[config.mk]
export PLATFORM = sky130hd
export DESIGN_NAME = wb_pix_fetch_flat
export DESIGN_NICKNAME = d
export VERILOG_FILES = /design/src/rtl/wb_pix_fetch_pkg.sv /design/src/rtl/wb_pix_fetch_if.sv /design/src/rtl/wb_pix_fetch_sync_fifo.sv /design/src/rtl/wb_pix_fetch.sv /design/src/flat_wrapper.sv
export SDC_FILE = /design/constraint.sdc
export NUM_CORES = 1
export LEC_CHECK = 0
export BUFFER_PORTS_ARGS = -buffer_cell sky130_fd_sc_hd__buf_2
export CORE_UTILIZATION = 40
export CTS_BUF_LIST = sky130_fd_sc_hd__clkbuf_2
export CTS_CLUSTER_DIAMETER = 100
export DETAILED_ROUTE_END_ITERATION = 10
export PLACE_DENSITY = 0.53
export RECOVER_POWER = 50
export SLEW_MARGIN = 20
export SYNTH_ARGS = -nofsm -noshare
export SYNTH_HDL_FRONTEND = slang
export SYNTH_SLANG_ARGS = --single-unit
[constraint.sdc]
create_clock -name clk -period 13.3 [get_ports clk]
set_clock_uncertainty 0.2 [all_clocks]
set_input_delay 1.995 -clock clk [delete_from_list [all_inputs] [get_ports clk]]
set_output_delay 1.995 -clock clk [all_outputs]
set_load 0.03 [all_outputs]
[src/rtl/wb_pix_fetch_pkg.sv]
// Shared types for the frame-buffer pixel fetcher.
package wb_pix_pkg;

    localparam int unsigned WORD_W = 32;

    typedef enum logic {IDLE = 1'b0, REQ = 1'b1} fetch_state_t;

    typedef struct packed {
        logic              sof;
        logic [WORD_W-1:0] data;
    } pix_word_t;

endpackage

[src/rtl/wb_pix_fetch_if.sv]
// Wishbone classic bus bundle; clock and synchronous active-high reset ride along.
interface wshb_if (
    input logic clk,
    input logic rst
);

    logic                           cyc;
    logic                           stb;
    logic                           we;
    logic [3:0]                     sel;
    logic [wb_pix_pkg::WORD_W-1:0]  adr;
    logic [wb_pix_pkg::WORD_W-1:0]  dat_ms;
    logic [wb_pix_pkg::WORD_W-1:0]  dat_sm;
    logic                           ack;
    logic [2:0]                     cti;
    logic [1:0]                     bte;

    modport master (
        input  clk, rst, dat_sm, ack,
        output cyc, stb, we, sel, adr, dat_ms, cti, bte
    );

    modport slave (
        input  clk, rst, cyc, stb, we, sel, adr, dat_ms, cti, bte,
        output dat_sm, ack
    );

endinterface

[src/rtl/wb_pix_fetch_sync_fifo.sv]
// Single-clock FIFO with a registered head word; push and pop may coincide at any fill level.
module sync_fifo #(
    parameter int unsigned WIDTH = 33,
    parameter int unsigned DEPTH = 16,
    localparam int unsigned AW   = $clog2(DEPTH),
    localparam int unsigned CW   = $clog2(DEPTH + 1)
) (
    input  logic             clk,
    input  logic             rst,
    input  logic             push,
    input  logic             pop,
    input  logic [WIDTH-1:0] din,
    output logic [WIDTH-1:0] dout,
    output logic             empty,
    output logic             full,
    output logic [CW-1:0]    count
);

    logic [WIDTH-1:0] mem [DEPTH];
    logic [AW-1:0]    rd_ptr_q, rd_ptr_d;
    logic [AW-1:0]    wr_ptr_q, wr_ptr_d;
    logic [CW-1:0]    count_q, count_d;
    logic [WIDTH-1:0] dout_q, dout_d;
    logic             do_push, do_pop;

    assign empty = (count_q == '0);
    assign full  = (count_q == CW'(DEPTH));
    assign count = count_q;
    assign dout  = dout_q;

    always_comb begin
        // A pop on empty is dropped; a push on full only lands when a pop frees the slot.
        do_pop   = pop && !empty;
        do_push  = push && (!full || do_pop);
        rd_ptr_d = rd_ptr_q + AW'(do_pop);
        wr_ptr_d = wr_ptr_q + AW'(do_push);
        count_d  = count_q + CW'(do_push) - CW'(do_pop);
        dout_d   = dout_q;
        // Slot being written is the next head only when the FIFO is otherwise empty.
        if (do_push && (wr_ptr_q == rd_ptr_d)) begin
            dout_d = din;
        end else if (do_pop) begin
            dout_d = mem[rd_ptr_d];
        end
    end

    always_ff @(posedge clk) begin
        if (rst) begin
            rd_ptr_q <= '0;
            wr_ptr_q <= '0;
            count_q  <= '0;
            dout_q   <= '0;
        end else begin
            rd_ptr_q <= rd_ptr_d;
            wr_ptr_q <= wr_ptr_d;
            count_q  <= count_d;
            dout_q   <= dout_d;
        end
    end

    always_ff @(posedge clk) begin
        if (do_push) begin
            mem[wr_ptr_q] <= din;
        end
    end

endmodule

[src/rtl/wb_pix_fetch.sv]
// Read-only Wishbone classic master streaming a frame buffer into a pixel FIFO.
module wb_pix_fetch
    import wb_pix_pkg::*;
#(
    parameter int unsigned HDISP      = 640,
    parameter int unsigned VDISP      = 480,
    parameter logic [31:0] BASE_ADR   = 32'h0,
    parameter int unsigned FIFO_DEPTH = 16
) (
    wshb_if.master      wb_m,
    input  logic        en,
    output logic [31:0] pix_data,
    output logic        pix_sof,
    output logic        pix_valid,
    input  logic        pix_ready
);

    localparam int unsigned NPIX  = HDISP * VDISP;
    localparam int unsigned IDX_W = (NPIX > 1) ? $clog2(NPIX) : 1;
    localparam int unsigned CNT_W = $clog2(FIFO_DEPTH + 1);

    fetch_state_t     state_q, state_d;
    logic [IDX_W-1:0] pix_idx_q, pix_idx_d;
    logic [31:0]      adr_q, adr_d;

    logic             fifo_push, fifo_empty, fifo_full, pix_pop;
    logic [CNT_W-1:0] fifo_count;
    logic [CNT_W:0]   count_next;
    pix_word_t        fifo_din, fifo_dout;

    assign pix_pop    = pix_ready && pix_valid;
    assign fifo_push  = (state_q == REQ) && wb_m.ack;
    assign fifo_din   = '{sof: (pix_idx_q == '0), data: wb_m.dat_sm};
    // Occupancy after the push that accompanies an ack.
    assign count_next = {1'b0, fifo_count} + (CNT_W + 1)'(1) - (CNT_W + 1)'(pix_pop);

    always_comb begin
        state_d   = state_q;
        pix_idx_d = pix_idx_q;
        adr_d     = adr_q;
        unique case (state_q)
            IDLE: begin
                if (en && !fifo_full) begin
                    state_d = REQ;
                end
            end
            REQ: begin
                if (wb_m.ack) begin
                    state_d = (en && (count_next < (CNT_W + 1)'(FIFO_DEPTH))) ? REQ : IDLE;
                    if (pix_idx_q == IDX_W'(NPIX - 1)) begin
                        pix_idx_d = '0;
                        adr_d     = BASE_ADR;
                    end else begin
                        pix_idx_d = pix_idx_q + IDX_W'(1);
                        adr_d     = adr_q + 32'd4;
                    end
                end
            end
            default: state_d = IDLE;
        endcase
    end

    always_ff @(posedge wb_m.clk) begin
        if (wb_m.rst) begin
            state_q   <= IDLE;
            pix_idx_q <= '0;
            adr_q     <= BASE_ADR;
        end else begin
            state_q   <= state_d;
            pix_idx_q <= pix_idx_d;
            adr_q     <= adr_d;
        end
    end

    assign wb_m.cyc    = (state_q == REQ);
    assign wb_m.stb    = (state_q == REQ);
    assign wb_m.we     = 1'b0;
    assign wb_m.sel    = 4'hF;
    assign wb_m.adr    = adr_q;
    assign wb_m.dat_ms = '0;
    assign wb_m.cti    = 3'b000;
    assign wb_m.bte    = 2'b00;

    sync_fifo #(
        .WIDTH ($bits(pix_word_t)),
        .DEPTH (FIFO_DEPTH)
    ) u_fifo (
        .clk   (wb_m.clk),
        .rst   (wb_m.rst),
        .push  (fifo_push),
        .pop   (pix_pop),
        .din   (fifo_din),
        .dout  (fifo_dout),
        .empty (fifo_empty),
        .full  (fifo_full),
        .count (fifo_count)
    );

    assign pix_valid = !fifo_empty;
    assign pix_data  = fifo_dout.data;
    assign pix_sof   = fifo_dout.sof;

endmodule

[src/flat_wrapper.sv]
// flat-port wrapper written by rule: the top's interface ports become plain ports
module wb_pix_fetch_flat import wb_pix_pkg::*;
#(
    parameter int unsigned HDISP      = 640,
    parameter int unsigned VDISP      = 480,
    parameter logic [31:0] BASE_ADR   = 32'h0,
    parameter int unsigned FIFO_DEPTH = 16
)
  (en, pix_data, pix_sof, pix_valid, pix_ready, clk, rst, wb_m_dat_sm, wb_m_ack, wb_m_cyc, wb_m_stb, wb_m_we, wb_m_sel, wb_m_adr, wb_m_dat_ms, wb_m_cti, wb_m_bte);
  wshb_if wb_m_i (.clk(clk), .rst(rst));
  input  logic en;
  output logic [31:0] pix_data;
  output logic pix_sof;
  output logic pix_valid;
  input  logic pix_ready;
  input wire logic clk;
  input wire logic rst;
  input wire logic [$bits(wb_m_i.dat_sm)-1:0] wb_m_dat_sm;
  input wire logic [$bits(wb_m_i.ack)-1:0] wb_m_ack;
  output wire logic [$bits(wb_m_i.cyc)-1:0] wb_m_cyc;
  output wire logic [$bits(wb_m_i.stb)-1:0] wb_m_stb;
  output wire logic [$bits(wb_m_i.we)-1:0] wb_m_we;
  output wire logic [$bits(wb_m_i.sel)-1:0] wb_m_sel;
  output wire logic [$bits(wb_m_i.adr)-1:0] wb_m_adr;
  output wire logic [$bits(wb_m_i.dat_ms)-1:0] wb_m_dat_ms;
  output wire logic [$bits(wb_m_i.cti)-1:0] wb_m_cti;
  output wire logic [$bits(wb_m_i.bte)-1:0] wb_m_bte;
  assign wb_m_i.dat_sm = wb_m_dat_sm;
  assign wb_m_i.ack = wb_m_ack;
  assign wb_m_cyc = wb_m_i.cyc;
  assign wb_m_stb = wb_m_i.stb;
  assign wb_m_we = wb_m_i.we;
  assign wb_m_sel = wb_m_i.sel;
  assign wb_m_adr = wb_m_i.adr;
  assign wb_m_dat_ms = wb_m_i.dat_ms;
  assign wb_m_cti = wb_m_i.cti;
  assign wb_m_bte = wb_m_i.bte;
  wb_pix_fetch #(.HDISP(HDISP), .VDISP(VDISP), .BASE_ADR(BASE_ADR), .FIFO_DEPTH(FIFO_DEPTH)) u_core (.wb_m(wb_m_i), .en(en), .pix_data(pix_data), .pix_sof(pix_sof), .pix_valid(pix_valid), .pix_ready(pix_ready));
endmodule
Yosys cells after proc, flatten, opt, wreduce, memory -nomap -nowiden --
Memory sizes are Yosys's and may differ from the RTL's. A register that Yosys moved wholly into a read port is not among the register bits. Index checks and enable logic that the tools add are counted.
Word-level totals: register bits after elaboration 65, memory bits (writable) 528, output and inout port bits 110, word-level logic and storage cells 42, memories kept 1
Memory list:
- u_core.u_fifo.mem | depth 16, bits a word 33, read ports 1, clocked after memory_dff 1, wr ports 1, RTL line wb_pix_fetch_sync_fifo.sv:19 | logic [WIDTH-1:0] mem [DEPTH];
Cells by class: add/subtract/negate cells 8, magnitude comparators 1, equality and inequality tests 3, multiplexer cells 8, bitwise gates (word level) 1, reduce and logical (&&, ||, !) cells 14
Operators by type and width (count):
- $add 32x3->32 const B | 1
- $mux 32 | 1
- $add 19x1->19 const B | 1
- $eq 19x19->1 const B | 1
- $logic_not 19->1 | 1
- $mux 19 | 1
- $add 4x1->4 | 2
- $logic_and 1x1->1 | 7
- $add 5x1->6 const B | 1
- $lt 6x5->1 const B | 1
- $sub 6x1->6 | 1
- $add 5x1->5 | 1
- $eq 5x5->1 const B | 1
- $logic_not 5->1 | 1
- $mux 1 | 5
- $sub 5x1->5 | 1
- $eq 4x4->1 | 1
- $logic_not 1->1 | 2
- $pmux 1 s2 | 1
- $reduce_and 2->1 | 1
- $reduce_bool 2->1 | 1
- $logic_or 1x1->1 | 1
- $not 1->1 | 1

Logic depth before layout (Yosys ltp) --
depth after elaboration 9, gate-level depth with buffers 16, mapped depth without buffers 14

Cells and area by module --
Synthesis repeated with hierarchy kept, for this count alone.
Second synthesis, totals: cells, all modules 1599, area total of the unflattened synthesis 25298.0 um^2
By module, submodules not included:
- sync_fifo | times used 1, cells each 1277, area an instance 22506.6 um^2
- wb_pix_fetch | times used 1, cells each 322, area an instance 2791.4 um^2

Worst setup path before layout --
Ideal clock, no wire load.
path kind input port to flip-flop, start point in wb_m_ack, end point mem u_core.u_fifo.mem[0][0] (enable), library setup time 0.518 ns, arrival 5.961 ns, required time 12.582 ns, path slack 6.621 ns, stages 5, buffers on the path 1, path through and2_1 > clkbuf_2 > o21ai_2 > nor2_1 > nor4b_1
On the way: longest elaborated chain between the ends 4
RTL lines:
- from (decl) | RTL line flat_wrapper.sv:19 | input wire logic [$bits(wb_m_i.ack)-1:0] wb_m_ack;
- $logic_and 1x1->1 | RTL line wb_pix_fetch.sv:32 | assign fifo_push = (state_q == REQ) && wb_m.ack;
- $logic_and 1x1->1 | RTL line wb_pix_fetch_sync_fifo.sv:34 | do_push = push && (!full || do_pop);
- $mux 1 | RTL line wb_pix_fetch_sync_fifo.sv:62 | if (do_push) begin
- $mux 1 (implied by the code) | RTL line wb_pix_fetch_sync_fifo.sv:63 | mem[wr_ptr_q] <= din;
- to (decl) | RTL line wb_pix_fetch_sync_fifo.sv:19
Every way passes these cells.

Final worst setup path --
start point reg u_core.u_fifo.count_q[2] (netlist: u_core.u_fifo.count[2]), end point reg u_core.u_fifo.dout_q[14] (netlist: u_core.u_fifo.dout[14]), read port of u_core.u_fifo.mem
On the way: longest elaborated chain between the ends 8, elaborated cells between the ends (all ways) 12
RTL lines:
- from (decl) | RTL line wb_pix_fetch_sync_fifo.sv:22 | logic [CW-1:0] count_q, count_d;
- from (signal assigned) | RTL line wb_pix_fetch_sync_fifo.sv:56 | count_q <= count_d;
- $logic_not 5->1 * | RTL line wb_pix_fetch_sync_fifo.sv:26 | assign empty = (count_q == '0);
- $logic_not 1->1 * | RTL line wb_pix_fetch_sync_fifo.sv:33, wb_pix_fetch.sv:99
- $logic_and 1x1->1 | RTL line wb_pix_fetch.sv:31 | assign pix_pop = pix_ready && pix_valid;
- $logic_and 1x1->1 * | RTL line wb_pix_fetch_sync_fifo.sv:33 | do_pop = pop && !empty;
- $add 4x1->4 * | RTL line wb_pix_fetch_sync_fifo.sv:35 | rd_ptr_d = rd_ptr_q + AW'(do_pop);
- via u_core.u_fifo.rd_ptr_d[0] | RTL line wb_pix_fetch_sync_fifo.sv:20 | logic [AW-1:0] rd_ptr_q, rd_ptr_d;
- $eq 4x4->1 | RTL line wb_pix_fetch_sync_fifo.sv:40 | if (do_push && (wr_ptr_q == rd_ptr_d)) begin
- $logic_and 1x1->1 | RTL line wb_pix_fetch_sync_fifo.sv:40
- $reduce_bool 2->1 (no line)
- to (decl) | RTL line wb_pix_fetch_sync_fifo.sv:23 | logic [WIDTH-1:0] dout_q, dout_d;
The timed path passes the listed nets; every way through them passes the cells marked *. A chain may end at the register's enable or synchronous reset.

==> impl_metrics.toml <==
[routing]
detail_route.drc_violations = 0
route.final.wire_length_um = 61850
detailedRoute.firstPassIterationCount = 5
wl_per_cell_um = 22.62
vias_per_cell = 5.311
detail_route.iter0.violations = 1134
route.antenna.remaining_nets = 0
vias = 14519

[min_path]
worst_hold_startpoint = "u_core.wb_m.adr[29]$_SDFFE_PP0P_"
hp-class = "reg2reg"
hold_path_end = "u_core.wb_m.adr[29]$_SDFFE_PP0P_"
holdPathStages = 2

[final_layout]
mostFrequentLayoutCell = "edfxtp_1"
layoutNonFillerInstCount = 2734
postLayoutCellArea_mm2 = 0.02820
fraction_of_final_layout_cells_sized_beyond_drive_strength_1_pct = 24.05
finalCoreUtilization_pct = 45.44
area_growth_syn_to_layout_pct = 11.46
final_net_count = 1822
commonest_non_fill_non_tap_cells_in_the_layout = "edfxtp_1 (528), clkbuf_2 (249), mux2i_1 (137)"

[worst_setup_path]
critPathCaptureType = "flip-flop"
cp-start-kind = "flip-flop"
ws_path_type = "reg2reg"
timing.reg2reg.setup_slack_ns = 7.39
r2r_end = "u_core.u_fifo.dout[14]$_SDFFE_PP0P_"
rr_startpoint = "u_core.u_fifo.count[2]$_SDFF_PP0_"
r2r_worst_path_depth = 12
path_max_fanout = 62
critPathArrivalTime_ns = 6.66
required_time_worst_endpoint_ns = 14.05

[logic_synthesis]
synth_top_area_share_pct = 62.68
cells_after_synth = 1566
synth_area_leaders = "edfxtp_1 (63%), dfxtp_1 (7.6%), mux4_2 (5.7%), mux2i_1 (5.4%), buf_4 (1.6%)"
dominantRegCellSynth = "edfxtp_1"
post_synth_num_cell_types = 59
area_fraction_in_compound_gates_after_synthesis_pct = 5.550
synthAdderAreaFrac_pct = 0.8211
share_of_async_settable_or_async_resettable_flops_after_synthesis_pct = 0
syn_avg_cell_area_um2 = 16.15
number_of_enable_type_register_cells_in_the_synthesized_netlist = 528
synthesized_area_fraction_occupied_by_xor_and_xnor_cells_pct = 1.894
yosys_register_bits = 624
synth.mux.area_fraction_pct = 11.12
ys_seq_area_share_pct = 70.27
synth-simple-area-share_pct = 7.053
synth.cell_area_mm2 = 0.02530
ys.warnings.count = 0
synth.largest_area_cell = "edfxtp_1"
largest_family_of_logic_cells_by_synthesized_area = "multiplexers"

[die]
die-area_mm2 = 0.06425
placeableCoreArea_mm2 = 0.06205
vertical_die_dimension_um = 253.5
dieWidth_um = 253.5
start_util_pct = 40.77
floorplan.rows = 91
io-pin-count = 147

[run_status]
violations = "capacitance limit, slew limit"
status = "finished, violations left"

[clocking]
worst_skew_pair.late_latency_ns = 1.31
cts-root-buf = "clkbuf_2"
tritoncts_clock_tree = "built"
cts_buffer_depth = 3
maximum_level_of_the_cts_h_tree = 4
numCtsBuffers = 162
clkSinkCount = 624
cts_repair_resize_count = 0
clk_pin_slew_worst_paths_ns = 0.09
ctsHoldBuffers = 0
post_cts_buffers = 0

[timing]
finalSetupViolations = 0
finalCriticalPeriod_ns = 5.905
tightestPinTransition_ns = 3.926
hold_ws_ns = 0.3032
totalNegativeSetupSlack_ns = 0
final_worst_path_setup_slack_ns = 7.395
upper_clock_frequency_limit_mhz = 169.3
final_hold_viol_count = 0
timing_max_transition_violations_final = 143
grt_setup_unrepaired = "no"
layout_worst_path_cycle_share_pct = 44.40
timing.max_slew.rel_slack_pct = -161.7

[global_route]
wire_length_of_the_first_global_routing_pass_um = 90670
globalRouteOverflowTotal = 0
globalRouteTotalUtil_pct = 19.47
first_global_vias = 14509
pin_count_of_the_biggest_net_entering_global_routing = 151
grt_antenna_before_repair = 6

[place]
dp_hpwl_um = 30640
placement.cell_area_mm2 = 0.02667
worst_case_setup_slack_after_placement_ns = 6.458
port_buffers = 102
dp_cells = 2442
final_weighted_congestion_in_routability_driven_placement = 0.7370

[pwr]
vdd_ir_drop_max_uv = 123.6
power_density_mw_per_mm2 = 182.2
static-leakage-power_nw = 9.460
total_power_mw = 5.138

[job]
maxcap_viol_count = 5
==> cells by family (layout without fill, tap and decap cells) <==
group / count (synthesis) / count (layout)
compound gates: 199 / 199
xor+xnor: 50 / 50
fa+ha+maj: 16 / 16
buf+inv: 151 / 435
flops: 624 / 624
mux: 201 / 201
other cells: 2 / 49
simple gates: 323 / 323
==> critical path, stage by stage, from the launching register on <==
cell      delay (ns)
dfxtp_1         0.35
inv_1           0.12
ha_1            0.18
or4b_4          0.48
nand2_2         0.50
inv_2           0.48
ha_4            0.65
buf_4           0.76
buf_4           0.72
mux4_2          0.60
mux2i_1         0.16
o22a_1          0.15
a211oi_1        0.06
==> flip-flops by register name, indices dropped and copies added (netlist names) <==
register	count
u_core.pix_idx_q	19
u_core.u_fifo.count	5
u_core.u_fifo.dout	33
u_core.u_fifo.mem	528
u_core.u_fifo.rd_ptr_q	4
u_core.u_fifo.wr_ptr_q	4
u_core.wb_m.adr	30
u_core.wb_m.cyc	1
==> synth_stat cells, types with 18 or more instances <==
cell type	instances
o21ai_0	24
xor2_1	31
clkbuf_1	47
nor4_1	24
buf_2	34
and3_1	40
nor2b_1	38
buf_4	55
nor2_1	98
a2111oi_0	32
mux4_2	64
a21oi_1	47
nand3_1	21
mux2i_1	137
nand2_1	18
edfxtp_1	528
nand3b_1	18
a22oi_1	38
dfxtp_1	96
==> worst max-delay path by stage <==
stage          slack (ns)  cells past startpoint                               from                                  end
6_report             7.39                     12  u_core.u_fifo.count[2]$_SDFF_PP0_  u_core.u_fifo.dout[14]$_SDFFE_PP0P_
5_1_grt              6.96                     12  u_core.u_fifo.count[2]$_SDFF_PP0_  u_core.u_fifo.dout[17]$_SDFFE_PP0P_
4_1_cts              7.44                     12  u_core.u_fifo.count[2]$_SDFF_PP0_  u_core.u_fifo.dout[14]$_SDFFE_PP0P_
3_5_place_dp         6.46                     10                          pix_ready  u_core.u_fifo.dout[31]$_SDFFE_PP0P_
3_3_place_gp         6.53                     10                          pix_ready  u_core.u_fifo.dout[17]$_SDFFE_PP0P_
2_1_floorplan        6.62                      5                           wb_m_ack    u_core.u_fifo.mem[0][0]$_DFFE_PP_
==> layout make-up <==
type                       instances  area (um2)
sequential                       624       17780
tap                              837        1047
antenna                            5       12.51
fill                            5596       33860
timing repair buffer             137       714.4
clock inverter                    38       375.4
clock buffer                     249        1246
multi-input combinational        833        6983
inverter                          11       41.29
==> metal layers <==
| metal | global-route usage (%) | vias up | routed length, um |
|---|---|---|---|
| li1 | - | 6590 | - |
| met1 | 26.60 | 7365 | 27780 |
| met2 | 30.02 | 457 | 28890 |
| met3 | 5.070 | 97 | 4060 |
| met4 | 6.823 | 10 | 1056 |
| met5 | 0 | - | 67 |
==> power breakdown <==
part	internal (mW)	switching [mW]
clock	0.650	0.780
combinational	0.603	0.856
sequential	2.19	0.0592
(Power assumes the default switching activity.)
